File: config.mk
export PLATFORM = sky130hd
export DESIGN_NAME = uart_tx_buffered
export DESIGN_NICKNAME = d
export VERILOG_FILES = /design/src/rtl/uart_pkg.sv /design/src/rtl/uart_sync_fifo.sv /design/src/rtl/uart_tx_buffered.sv
export SDC_FILE = /design/constraint.sdc
export NUM_CORES = 1
export LEC_CHECK = 0
export ABC_AREA = 1
export CAP_MARGIN = 20
export CORE_ASPECT_RATIO = 0.9
export CORE_MARGIN = 10
export CORE_UTILIZATION = 55
export CTS_CLUSTER_DIAMETER = 60
export CTS_CLUSTER_SIZE = 30
export DETAILED_ROUTE_END_ITERATION = 8
export GPL_TIMING_DRIVEN = 0
export MAX_ROUTING_LAYER = met4
export PLACE_DENSITY_LB_ADDON = 0.05
export SETUP_SLACK_MARGIN = 0.5
export SLEW_MARGIN = 20
export SYNTH_ARGS = -nofsm -noshare
export SYNTH_HDL_FRONTEND = slang
export SYNTH_HIERARCHICAL = 1
export SYNTH_SLANG_ARGS = --single-unit
File: constraint.sdc
create_clock -name clk -period 3.4 [get_ports clk]
set_input_delay 0.68 -clock clk [delete_from_list [all_inputs] [get_ports clk]]
set_output_delay 0.68 -clock clk [all_outputs]
set_load 0.01 [all_outputs]
File: src/rtl/uart_pkg.sv
// Shared UART definitions: FSM state encodings, frame shape and line idle level.
// Used by both the transmit and receive paths.
package uart_pkg;

    typedef enum logic [1:0] {
        IDLE  = 2'd0,
        START = 2'd1,
        DATA  = 2'd2,
        STOP  = 2'd3
    } uart_state_t;

    localparam int   DATA_BITS  = 8;
    localparam int   STOP_BITS  = 1;
    localparam int   FRAME_BITS = 1 + DATA_BITS + STOP_BITS;
    localparam logic LINE_IDLE  = 1'b1;

endpackage

File: src/rtl/uart_sync_fifo.sv
// Single-clock FIFO with extra-MSB pointers; read data is the combinational head entry.
// Push while full and pop while empty are ignored internally.
module uart_sync_fifo #(
    parameter int DATA_W = 8,
    parameter int DEPTH  = 8
) (
    input  logic                     clk,
    input  logic                     rst,
    input  logic                     push,
    input  logic                     pop,
    input  logic [DATA_W-1:0]        wr_data,
    output logic [DATA_W-1:0]        rd_data,
    output logic                     full,
    output logic                     empty,
    output logic [$clog2(DEPTH):0]   level
);

    localparam int AW = $clog2(DEPTH);
    localparam logic [AW:0] PTR_ONE = {{AW{1'b0}}, 1'b1};

    logic [DATA_W-1:0] mem [DEPTH];
    logic [AW:0]       wr_ptr;
    logic [AW:0]       rd_ptr;
    logic              do_push;
    logic              do_pop;

    assign do_push = push && !full;
    assign do_pop  = pop && !empty;

    always_ff @(posedge clk) begin
        if (!rst) begin
            wr_ptr <= '0;
            rd_ptr <= '0;
        end else begin
            if (do_push) wr_ptr <= wr_ptr + PTR_ONE;
            if (do_pop)  rd_ptr <= rd_ptr + PTR_ONE;
        end
    end

    // Storage needs no reset: only entries between the pointers are ever observed.
    always_ff @(posedge clk) begin
        if (do_push) mem[wr_ptr[AW-1:0]] <= wr_data;
    end

    assign rd_data = mem[rd_ptr[AW-1:0]];
    assign empty   = (wr_ptr == rd_ptr);
    assign full    = (wr_ptr[AW] != rd_ptr[AW]) && (wr_ptr[AW-1:0] == rd_ptr[AW-1:0]);
    assign level   = wr_ptr - rd_ptr;

endmodule

File: src/rtl/uart_tx_buffered.sv
// Buffered 8N1 UART transmitter: valid/ready write port into a FIFO, serialised on tx
// using an internal baud divider; back-to-back frames are sent with no idle gap.
module uart_tx_buffered
    import uart_pkg::*;
#(
    parameter int CLKS_PER_BIT = 16,
    parameter int FIFO_DEPTH   = 8,
    parameter int DATA_W       = 8
) (
    input  logic                          clk,
    input  logic                          rst,
    input  logic [DATA_W-1:0]             wr_data,
    input  logic                          wr_valid,
    output logic                          wr_ready,
    output logic                          tx,
    output logic                          tx_busy,
    output logic [$clog2(FIFO_DEPTH):0]   fifo_level
);

    localparam logic [15:0] BAUD_LAST = 16'(CLKS_PER_BIT - 1);
    localparam logic [2:0]  LAST_BIT  = 3'(DATA_BITS - 1);

    uart_state_t       state;
    uart_state_t       state_next;
    logic              tx_next;
    logic              busy_next;
    logic [15:0]       baud_cnt;
    logic [15:0]       baud_next;
    logic [2:0]        bit_idx;
    logic [2:0]        bit_next;
    logic [DATA_W-1:0] shift;
    logic [DATA_W-1:0] shift_next;
    logic [DATA_W-1:0] head;
    logic              pop;
    logic              full;
    logic              empty;
    logic              baud_done;

    // wr_ready depends only on registered FIFO state, so a same-edge pop cannot free a slot.
    assign wr_ready = !full;

    uart_sync_fifo #(
        .DATA_W (DATA_W),
        .DEPTH  (FIFO_DEPTH)
    ) u_fifo (
        .clk     (clk),
        .rst     (rst),
        .push    (wr_valid && wr_ready),
        .pop     (pop),
        .wr_data (wr_data),
        .rd_data (head),
        .full    (full),
        .empty   (empty),
        .level   (fifo_level)
    );

    assign baud_done = (baud_cnt == BAUD_LAST);

    always_ff @(posedge clk) begin
        if (!rst) begin
            state    <= IDLE;
            tx       <= LINE_IDLE;
            tx_busy  <= 1'b0;
            baud_cnt <= '0;
            bit_idx  <= '0;
            shift    <= '0;
        end else begin
            state    <= state_next;
            tx       <= tx_next;
            tx_busy  <= busy_next;
            baud_cnt <= baud_next;
            bit_idx  <= bit_next;
            shift    <= shift_next;
        end
    end

    // Transitions only happen on a baud terminal count, so the wrap to 0 doubles as the
    // counter clear on state entry.
    always_comb begin
        state_next = state;
        tx_next    = tx;
        busy_next  = tx_busy;
        baud_next  = baud_done ? 16'd0 : baud_cnt + 16'd1;
        bit_next   = bit_idx;
        shift_next = shift;
        pop        = 1'b0;

        case (state)
            IDLE: begin
                baud_next = 16'd0;
                tx_next   = LINE_IDLE;
                if (!empty) begin
                    pop        = 1'b1;
                    shift_next = head;
                    state_next = START;
                    tx_next    = 1'b0;
                    busy_next  = 1'b1;
                end
            end
            START: begin
                if (baud_done) begin
                    state_next = DATA;
                    tx_next    = shift[0];
                    bit_next   = 3'd0;
                end
            end
            DATA: begin
                if (baud_done) begin
                    if (bit_idx == LAST_BIT) begin
                        state_next = STOP;
                        tx_next    = LINE_IDLE;
                    end else begin
                        shift_next = shift >> 1;
                        tx_next    = shift[1];
                        bit_next   = bit_idx + 3'd1;
                    end
                end
            end
            STOP: begin
                if (baud_done) begin
                    if (!empty) begin
                        pop        = 1'b1;
                        shift_next = head;
                        state_next = START;
                        tx_next    = 1'b0;
                    end else begin
                        state_next = IDLE;
                        busy_next  = 1'b0;
                    end
                end
            end
            default: begin
                state_next = IDLE;
                tx_next    = LINE_IDLE;
                busy_next  = 1'b0;
            end
        endcase
    end

endmodule
==> Word level (Yosys, flattened, before mapping) <==
Memories as Yosys holds them, arrays and structs flattened. A register that Yosys moved wholly into a read port is not among the register bits.
Index checks and enable logic that the tools add are counted.
{ "totals": {"register_bits": 39, "output_inout_bits": 7, "n_memories": 1, "ramBits": 64, "elab_cells": 81, "input_bits": 11} }
{ "op_classes": {"reduce_logical": 16, "bitwise_logic": 1, "mux": 34, "addsub": 5, "eq_ne": 16} }
{ "memory_table": {"columns": ["memory", "depth", "word_bits", "read_ports", "rd_ports_with_merged_regs", "write_ports", "line", "source"], "rows": [
  ["u_fifo.mem", 8, 8, 1, 1, 1, "uart_sync_fifo.sv:21", "logic [DATA_W-1:0] mem [DEPTH];"]
]} }
{ "op_table": {"columns": ["op", "count"], "rows": [
  ["8-bit 2-to-1 mux", 4],
  ["8-bit one-hot mux with 3 select lines", 1],
  ["16-bit by 1-bit adder with 16-bit output, second input constant", 1],
  ["16-bit by 4-bit equality test with 1-bit output, second input constant", 1],
  ["2-bit != test, second input constant", 8],
  ["4-bit AND reduction", 4],
  ["3-bit 2-to-1 mux", 5],
  ["1-bit 2-to-1 mux", 14],
  ["2-bit 2-to-1 mux", 5],
  ["4-bit by 1-bit adder with 4-bit output, second input constant", 2],
  ["2-bit one-hot mux with 4 select lines", 1],
  ["3-bit one-hot mux with 2 select lines", 1],
  ["5-bit AND reduction", 1],
  ["2-bit equality test, second input constant", 2],
  ["4-bit equality test", 1],
  ["1-bit logical AND", 4],
  ["1-bit one-hot mux with 2 select lines", 2],
  ["1-bit one-hot mux with 4 select lines", 1],
  ["2-bit nonzero test", 2],
  ["4-bit subtractor", 1],
  ["3-bit by 1-bit adder with 3-bit output, second input constant", 1],
  ["3-bit equality test", 1],
  ["3-bit equality test, second input constant", 1],
  ["3-bit nonzero test", 1],
  ["6 further kinds", 7]
]} }

==> Logic depth before layout (Yosys ltp) <==
Gate-level depths: netlist (run 1).
{ "depth": {"depth_word": 7, "mapped_depth": 12, "depth_no_buf": 12} }

==> Hierarchy <==
Netlist (run 1), hierarchy kept.
{ "modules_own_cells": {"columns": ["module", "n_inst", "cells_per_inst", "seq_area_each_um2", "area_per_inst_um2"], "rows": [
  ["uart_sync_fifo", 1, 295, 2142.1, 3229.3],
  ["uart_tx_buffered", 1, 239, 620.6, 1741.7]
]} }

==> Least setup slack after synthesis (run 1) <==
Ideal clock, no wire load.
{ "synth_path": {"kind": "register to register", "from": "register u_fifo.wr_ptr[0]", "to": "memory u_fifo.mem[1][0] (enable)", "path_stages_with_launch": 10, "setup_time_ns": 0.383, "path_slack_ns": 0.928, "required_time_ns": 3.017, "path_buffers": 0, "t_arrival_ns": 2.089, "synth_period_minus_slack_ns": 2.472, "cell_sequence": "dfxtp_1 -> inv_1 -> ha_1 -> inv_1 -> nor2_4 -> nand2_2 -> inv_1 -> nor2_1 -> nand2_4 -> nor3_1"} }
{ "synth_between": {"elab_chain_len": 7} }
{ "synth_lines": {"columns": ["element", "line", "source"], "rows": [
  ["start: declaration", "uart_sync_fifo.sv:22", "logic [AW:0] wr_ptr;"],
  ["start signal: assignment", "uart_sync_fifo.sv:35", "if (do_push) wr_ptr <= wr_ptr + PTR_ONE;"],
  ["3-bit equality test *", "uart_sync_fifo.sv:47", "assign full = (wr_ptr[AW] != rd_ptr[AW]) && (wr_ptr[AW-1:0] == rd_ptr[AW-1:0]);"],
  ["1-bit logical AND *", "uart_sync_fifo.sv:47", null],
  ["net full", "uart_tx_buffered.sv:35", "logic full;"],
  ["1-bit zero test *", "uart_sync_fifo.sv:27, uart_tx_buffered.sv:40", null],
  ["1-bit logical AND", "uart_tx_buffered.sv:48", ".push (wr_valid && wr_ready),"],
  ["1-bit logical AND *", "uart_sync_fifo.sv:27", "assign do_push = push && !full;"],
  ["1-bit 2-to-1 mux *", "uart_sync_fifo.sv:42", "if (do_push) mem[wr_ptr[AW-1:0]] <= wr_data;"],
  ["1-bit 2-to-1 mux (not written as such) *", "uart_sync_fifo.sv:42", null],
  ["end: declaration", "uart_sync_fifo.sv:21", null]
]} }
Mark *: on every way through the listed nets, which the timed path passes. The rest lies on a longest branch.

==> Final worst setup path (run 1) <==
{ "layout_path": {"from": "register u_fifo.wr_ptr[0]", "to": "output port wr_ready"} }
{ "layout_between": {"elab_chain_len": 3} }
{ "layout_lines": {"columns": ["element", "line", "source"], "rows": [
  ["3-bit equality test", "uart_sync_fifo.sv:47", null],
  ["1-bit logical AND", "uart_sync_fifo.sv:47", null],
  ["net full", "uart_tx_buffered.sv:35", null],
  ["1-bit zero test", "uart_tx_buffered.sv:40", "assign wr_ready = !full;"],
  ["end: declaration", "uart_tx_buffered.sv:14", "output logic wr_ready,"]
]} }
The timed path passes the listed nets, and every way through them passes these cells.

==> results of run 1 <==
placed cells by master, fill, tap and decap left out, types with 3 or more instances in the layout:
cell             instances
a21oi_1                 29
buf_6                    7
clkbuf_8                10
clkdlybuf4s50_1         14
clkinv_8                 3
dfxtp_1                 38
dfxtp_2                  3
edfxtp_1                64
ha_1                    14
inv_1                   29
inv_2                    6
inv_8                    3
mux2i_1                  6
nand2_1                 93
nand2_2                  7
nand3_1                 28
nand3_2                  3
nand4_1                  5
nor2_1                  98
nor2_2                   6
nor2_4                   3
nor3_2                   4
o21ai_0                 25
o21ai_1                 29
xnor2_1                  5
xor2_1                   4
timing repair:
item	4_1_cts	5_1_grt
setup endpoints to repair	12	34
gates resized for setup	6	7
gates cloned	0	0
power by group through the flow:
stage                     sequential [W]  combinational (W)  clock (W)
after floorplan                  0.00156           0.000910          0
after global placement           0.00157            0.00123          0
after detailed placement         0.00158            0.00126          0
after CTS                        0.00155            0.00127   0.000821
after global routing             0.00156            0.00143   0.000878
final                            0.00155            0.00126   0.000805
metal layers:
layer  up-vias  routed length, um  GRT usage [%]
li1       1845                  -              -
met1      1758               5350           23.7
met2       107               4780           25.4
met3         7                560           3.76
met4         0                 64           4.22
met5         -                  0              -
sequential cells by signal, summed over array words and instances (netlist names), named ones only:
register       count
bit_idx            3
u_fifo/mem        64
state              2
u_fifo/rd_ptr      4
u_fifo/wr_ptr      4
baud_cnt          16
shift              8
tx_busy            1
tx                 1
metrics by stage:
stage	power [W]	util, %	setup slack (ps)
finish	0.00362	63.7	659
global route	0.00387	63.7	507
CTS	0.00364	63.6	519
detailed placement	0.00284	61.1	519
global placement	0.00280	60.9	288
floorplan	0.00247	-	928
final cells by class:
type | count | area [um^2]
clock buffer | 9 | 124
buffer | 16 | 144
sequential | 106 | 2770
multi-input combinational | 375 | 1950
clock inverter | 7 | 91.3
fill | 757 | 3150
inverter | 37 | 143
timing repair buffer | 17 | 170
tap | 119 | 149
worst max-delay path: cells and delay by family, from the launching register on:
family / cells / cell delay (ps)
buf+inv: 5 / 840
flops: 1 / 390
fa+ha+maj: 1 / 290
simple gates: 2 / 170
kinds of logic after synthesis:
kind of cell / Yosys count
and+or+nand+nor: 257
DFF: 106
AOI/OAI and AO/OA: 88
buffers and inverters: 53
adders and majority gates: 15
xor gates and xnor gates: 9
muxes: 6
final timing paths:
path	start	to	slack (ps)	cells after the start
worst min-delay path	tx_busy	tx_busy	480	2
worst min register to register	tx_busy	tx_busy	480	2
worst max register to register	u_fifo/wr_ptr[0]	u_fifo/mem[5][1]	800	9
worst max-delay path	u_fifo/wr_ptr[0]	wr_ready	660	8
==> impl_results.md, run 1 <==
- WL/cell: about 16 um
- Post-CTS Setup Bufs: 0
- Row count: 32
- Hold Crit Class: reg -> reg
- Gr ovfl total: 0
- Die area: 13,200 um^2
- Switching share of power: a little under two fifths
- Largest family of logic cells by synthesized area: simple AND/OR/NAND/NOR gates
- Post-synthesis instance total: approximately 530
- Ys Warns: 6
- Most frequent cell after synthesis: nor2_1
- CTS Buffer Depth: 2
- Syn-to-layout area delta: 11.4%
- Synth Area in Simple Gates: a little under a quarter
- Max-Slew Margin vs Limit: just under 40%
- DR pass1 iterations: 4
- Initial Util: 57.2%
- Post-route ant nets: 0
- # hold bufs at CTS: 0
- Layout cells sized above 1: about an eighth
- Clk pwr share: between 20% and 30%
- Power share of the sequential group: between 40% and 50%
- Placed cells: 670
- H-tree Lvls: 3
- Cell Area, Placed: around 5300 um^2
- CTS clk-pin slew, worst paths: roughly 120 ps
- Final Cell Area: 5540 um^2
- Final Cycle Share: roughly four fifths
- Final Skew: 13.5 ps
- CP Max Fanout: 6
- First-pass GRT wire length: 17,300 um
- Ys flop type: edfxtp_1
- CTS tree: done
- Routability congestion estimate from global placement: between 0.8 and 0.9
- Netlist cell types: 42
- Core ar.: slightly below 9000 um^2
- CTS root buf: clkbuf_8
- Seq cells post-synth: 106
- Max Cap Viol: 0
- Critical Path Start Type: register
- Hold_ws: 477 ps
- Power per cell area: about 650 nW/um^2
- Vias per cell: 5.42
- Internal: between 0.002 and 0.0025 W
- TritonCTS Buffers: 9
- Fin. max-slew vios: 0
- Crit path cell chain: inv_2 -> ha_1 -> inv_1 -> nor2_4 -> nand2_2 -> inv_1 -> inv_1 -> clkdlybuf4s50_1
- Worst path slowest cell: clkdlybuf4s50_1
- # diodes: 0
- F_max: ~0.36 GHz
- Seq/Total Area, Yosys: between 50% and 60%
- DP HPWL: 7230 um
- Setup-failing EPs final: 0
- Vias in the first global route: 3,404
- Post-Synthesis Cell Area: slightly below 5000 um^2
- VDD IR max: 0.264 mV
- Initial antenna violation count: 0
- Fin crit period: approximately 2700 ps
- Aggregate global-route resource usage: between 15 and 20%
- Via count: around 3,700
- Post-synthesis net count: between 500 and 600
- Most frequent CP cell: inv_1
- Synth Area in XOR/XNOR: under 10%
- Top-area cell type share of the netlist area: approximately two fifths
- Layout Cells excl Fill: 686
- Largest net degree at the start of global routing: 23
- First-iteration detailed-routing DRC count: about 340
- Combinational power share: a little over a third
- Clk_lat worst skew: 370 ps
- Avg Inst Size Synth: slightly above 9 um^2
- CP endpoint kind: primary output
- Post-route setup TNS: 0 ps
- Final Hold Fails: 0
- Net count, final: 588
- Fraction of the mapped netlist area in adder cells: 3.93%
- Worst-Margin Slew: roughly 900 ps
- Critical path arrival: between 2000 and 2500 ps
- WL final: approximately 11,000 um
- Post-synth top cells: nor2_1 (102), nand2_1 (93), edfxtp_1 (64)
- CP required: 2720 ps
- Complex-gate fraction of the synthesized area: under 10%
- Port buffer count: 17
- Ranking of synthesized cells by area: edfxtp_1 (39%), dfxtp_1 (17%), nor2_1 (7.7%)
- WS Path Type: reg -> out
- # IOs: 18
- Status: complete, no violations
- RSZ-0062 raised after global routing: no
- DRC: 0
- Post-synth EDFFs: 64
- CP peak stage delay: approximately 530 ps
- Leak: a little over 2 nW
- Net Switching: approximately 0.0014 W
- Yosys top cell by area: edfxtp_1
- Multiplexer area fraction after synthesis: around 1.2%
- Horiz. Die Dim: 120 um
- Fraction of registers with async set/reset: 0%
- Sink Count: about 110
- Die height: around 110 um
Power figures use the tool's default switching activity.
==> run 2, diff against run 1 <==
- clock period: 3.4 -> 2.5 ns (I/O delays scaled with it)
==> impl_results.md, run 2 (synthesis gave the netlist of run 1 again) <==
- DRC: 0
- Fin. max-slew vios: 0
- Worst hold stages: 1
- Commonest non-fill, non-tap cell in the layout: nor2_1
- Hold Crit Class: reg -> reg
- Initial Util: between 50% and 60%
- Post-Route Utilization: about 68%
- Worst R2R Start: u_fifo/rd_ptr[2]
- Post-route setup TNS: 0 ps
- Worst-Margin Slew: about 570 ps
- Reg-to-reg slack, setup: about 540 ps
- # IOs: 18
- WS Path Type: reg -> out
- CTS tree: done
- Aggregate global-route resource usage: roughly 18%
- VDD IR max: between 0.4 and 0.5 mV
- Die height: roughly 110 um
- Hold path endpoint: baud_cnt[0]
- Commonest non-fill, non-tap cells in the layout: nor2_1 (96), nand2_1 (93), edfxtp_1 (64), dfxtp_1 (36), o21ai_1 (30)
- Vias in the first global route: 3,676
- Sink Count: between 100 and 150
- # diodes: 0
- Hold Crit Start: baud_cnt[0]
- Status: complete, no violations
- TritonCTS Buffers: 9
- Horiz. Die Dim: between 100 and 150 um
- R2r worst-path depth: 12
- Fillers: 710
- CP endpoint kind: primary output
- Max Cap Viol: 0
- Fin crit period: roughly 2100 ps
- Met3 Use GR: around 4.4%
- WL/cell: ~16 um
- F_max: 0.475 GHz
- Port buffer count: 17
- Final Cell Area: 5890 um^2
- # hold bufs at CTS: 0
- CP peak stage delay: around 530 ps
- CTS root buf: clkbuf_8
- Die area: 13,200 um^2
- Routability congestion estimate from global placement: roughly 0.84
- Max-Slew Margin vs Limit: 61.7%
- Critical path arrival: between 1500 and 2000 ps
- First-pass GRT wire length: roughly 18,000 um
- Post-route ant nets: 0
- First-iteration detailed-routing DRC count: roughly 340
- Via count: 3,776
- Layout cells sized above 1: 18.5%
- Setup-failing EPs final: 0
- Worst path slowest cell: fa_2
- Hold_ws: between 400 and 500 ps
- GR Layer Usage met1: a little under a quarter
- CP required: 2000 ps
- Power per cell area: between 800 and 900 nW/um^2
- RSZ-0062 raised after global routing: yes
- Final Cycle Share: 84.3%
- Grt peak-use layer: met2
- Final Skew: ~10 ps
- Row count: 32
- Cell Area, Placed: about 5400 um^2
- Syn-to-layout area delta: 18.4%
- Clk_lat worst skew: roughly 370 ps
- CP Max Fanout: 2
- Max reg flops: 64
- DR pass1 iterations: 5
- Critical Path Start Type: register
- RR Endpoint: u_fifo/mem[2][6]
- Initial antenna violation count: 0
- Largest net degree at the start of global routing: 21
- CTS Buffer Depth: 2
- Crit path cell chain: inv_8 -> ha_4 -> fa_2 -> inv_2 -> buf_6
- WL final: roughly 11,000 um
- Leak: 2.19 nW
- GR Util met2: around 28%
- H-tree Lvls: 3
- Core ar.: between 8000 and 9000 um^2
- Final Hold Fails: 0
- CTS clk-pin slew, worst paths: between 100 and 150 ps
- Gr ovfl total: 0
- Vias per cell: ~5.4
- Net count, final: 606
- DP HPWL: between 7000 and 8000 um
==> run 2: report_power, final <==
part | internal (W) | leakage (nW) | switching, W
clock network | 0.000391 | 0.0951 | 0.000634
registers | 0.00200 | 0.927 | 0.000110
logic | 0.000764 | 1.17 | 0.00111
total | 0.00316 | 2.19 | 0.00186
==> run 2: how the worst max path moves through the flow <==
stage                startpoint          endpoint  slack [ps]  depth (start not counted)
2_1_floorplan  u_fifo/wr_ptr[0]  u_fifo/mem[0][0]         510                         11
3_3_place_gp   u_fifo/rd_ptr[2]     fifo_level[3]         170                          6
3_5_place_dp   u_fifo/rd_ptr[2]     fifo_level[3]         170                          6
4_1_cts        u_fifo/rd_ptr[2]     fifo_level[3]         300                          6
5_1_grt        u_fifo/wr_ptr[0]     fifo_level[1]         330                          5
6_report       u_fifo/wr_ptr[0]     fifo_level[1]         390                          5
==> run 2: repair_timing <==
item	4_1_cts	5_1_grt
pin swaps	10	9
endpoints found under the setup margin	84	75
gates resized for setup	34	16
setup buffers	11	7
==> run 2: area by class of cell <==
cell class	instances	area, um^2	share of cell area (%)
Sequential cell	106	2780	47.2
Multi-Input combinational cell	375	2090	35.5
Timing Repair Buffer	35	384	6.52
Inverter	37	154	2.61
Tap cell	119	149	2.53
Buffer	16	144	2.44
Clock buffer	9	124	2.10
Clock inverter	7	65.1	1.11
==> run 2: per-layer routing <==
layer	wire length (um)	up-vias	share of wire, %
met4	100	0	0.90
met2	5230	109	47
met3	782	9	7.0
met5	0	-	0
met1	5050	1776	45
li1	-	1882	-
==> run 2: metrics by stage <==
step	total power, W	cells	setup slack (ps)
5_1_grt	0.00536	704	329
4_1_cts	0.00491	697	298
6_report	0.00501	704	393
2_1_floorplan	0.00338	534	514
3_5_place_dp	0.00386	670	174
3_3_place_gp	0.00381	670	175
==> run 2: critical path, delay by kind of cell, from the launching register on <==
kind / cells / cell delay [ps]
fa+ha+maj: 2 / 680
flops: 1 / 390
buf+inv: 3 / 180
==> run 3, diff against run 2 <==
- clock period: 2.5 -> 1.8 ns (I/O delays scaled with it)
==> impl_results.md, run 3 (synthesis gave the netlist of run 1 again) <==
- Status: complete, but fails checks
- Failing checks: negative setup slack
- Net count, final: 651
- Leak: around 2.5 nW
- Port buffer count: 17
- Fillers: ~520
- Layout Cells excl Fill: approximately 750
- Initial Util: 57.2%
- Routability congestion estimate from global placement: about 0.86
- Multi-input gate area: 2550 um^2
- CP required: about 1400 ps
- Core ar.: around 8700 um^2
- DRC: 0
- Critical path arrival: roughly 1600 ps
- # diodes: 0
- Worst-Margin Slew: roughly 510 ps
- Commonest non-fill, non-tap cell in the layout: nand2_1
- Final Cycle Share: 110%
- CP Max Fanout: 2
- Max-Slew Margin vs Limit: roughly 66%
- Hold_ws: 494 ps
- CTS Buffer Depth: 2
- CP endpoint kind: primary output
- Via count: between 4,000 and 5,000
- Vias in the first global route: about 4,000
- Final setup margin: -189 ps
- Gr ovfl total: 0
- Initial antenna violation count: 0
- Die height: between 100 and 150 um
- WS Path Type: reg -> out
- DP HPWL: roughly 7300 um
- Die area: ~13,000 um^2
- Sequential cell area: around 2800 um^2
- Setup-failing EPs final: 85
- VDD IR max: ~0.62 mV
- Post-route setup TNS: -4980 ps
- CTS tree: done
- Horiz. Die Dim: 120 um
- Final Skew: 18.8 ps
- Post-route ant nets: 0
- Fin. max-slew vios: 0
- # IOs: 18
- DR pass1 iterations: 5
- TritonCTS Buffers: 9
- Final Hold Fails: 0
- Placed cells: 670
- First-pass GRT wire length: just under 20,000 um
- H-tree Lvls: 3
- Critical Path Start Type: register
- CTS root buf: clkbuf_8
- CTS clk-pin slew, worst paths: approximately 110 ps
- Largest net degree at the start of global routing: 21
- Post-Route Utilization: between 70% and 80%
- Row count: 32
- Max Cap Viol: 0
- WL final: about 13,000 um
- RSZ-0062 raised after global routing: yes
- Power per cell area: about 1200 nW/um^2
- Max reg flops: 64
- Sink Count: 106
- Commonest non-fill, non-tap cells in the layout: nand2_1 (78), nor2_1 (76), edfxtp_1 (64), buf_6 (42), o21ai_1 (30)
- Aggregate global-route resource usage: between 10% and 20%
- Hold Crit Class: reg -> reg
- First-iteration detailed-routing DRC count: 365
- # hold bufs at CTS: 0
- Fin crit period: between 1500 and 2000 ps
- F_max: 0.503 GHz
- Syn-to-layout area delta: 38.2%
- WL/cell: approximately 18 um
- Clk_lat worst skew: roughly 380 ps
- Vias per cell: ~5.5
- Layout cells sized above 1: between 40% and 50%
==> run 3: per-layer routing <==
layer	share of wire, %	GRT usage (%)	routed length (um)	up-vias
met2	50	30.9	6640	134
met4	2.0	6.45	265	0
met1	43	25.1	5800	2001
li1	-	-	-	1981
met5	0	-	0	-
met3	5.1	3.61	683	24
==> run 3: final timing paths <==
kind / cells after the start / slack (ps) / endpoint / startpoint
max: 5 / -190 / fifo_level[1] / u_fifo/wr_ptr[0]
max reg2reg: 12 / -120 / shift[5] / u_fifo/wr_ptr[1]
min reg2reg: 2 / 490 / tx_busy / tx_busy
min: 2 / 490 / tx_busy / tx_busy
==> run 3: layout make-up <==
class | instances | area share, %
buffer | 16 | 2.31
inverter | 37 | 2.75
sequential | 106 | 41.0
clock buffer | 9 | 1.80
clock inverter | 7 | 0.965
tap | 119 | 2.17
multi-input combinational | 375 | 37.1
timing repair buffer | 80 | 11.9
==> run 3: per-stage QoR <==
step | setup slack [ps] | total power, W | area (um^2)
2_1_floorplan | 12.2 | 0.00496 | 5240
3_3_place_gp | -246 | 0.00558 | 5560
3_5_place_dp | -263 | 0.00563 | 5560
4_1_cts | -197 | 0.00768 | 6520
5_1_grt | -225 | 0.00846 | 6870
6_report | -189 | 0.00799 | 6870
==> run 3: critical path, stage by stage (launching register included) <==
cell     delay [ps]
dfxtp_4         400
inv_8            40
ha_4            150
fa_2            530
inv_2            40
buf_6           110
==> run 3: timing repair <==
item,in CTS,in global routing
buffers inserted,50,11
pin swaps,43,43
gates resized for setup,130,73
endpoints found under the hold margin,0,0
endpoints found under the setup margin,113,112
cloned,2,0
==> run 3: report_power, final <==
group / switching (W) / internal [W] / total (W)
combinational: 0.00200 / 0.00158 / 0.00358
clock: 0.000896 / 0.000543 / 0.00144
sequential: 0.000175 / 0.00279 / 0.00297
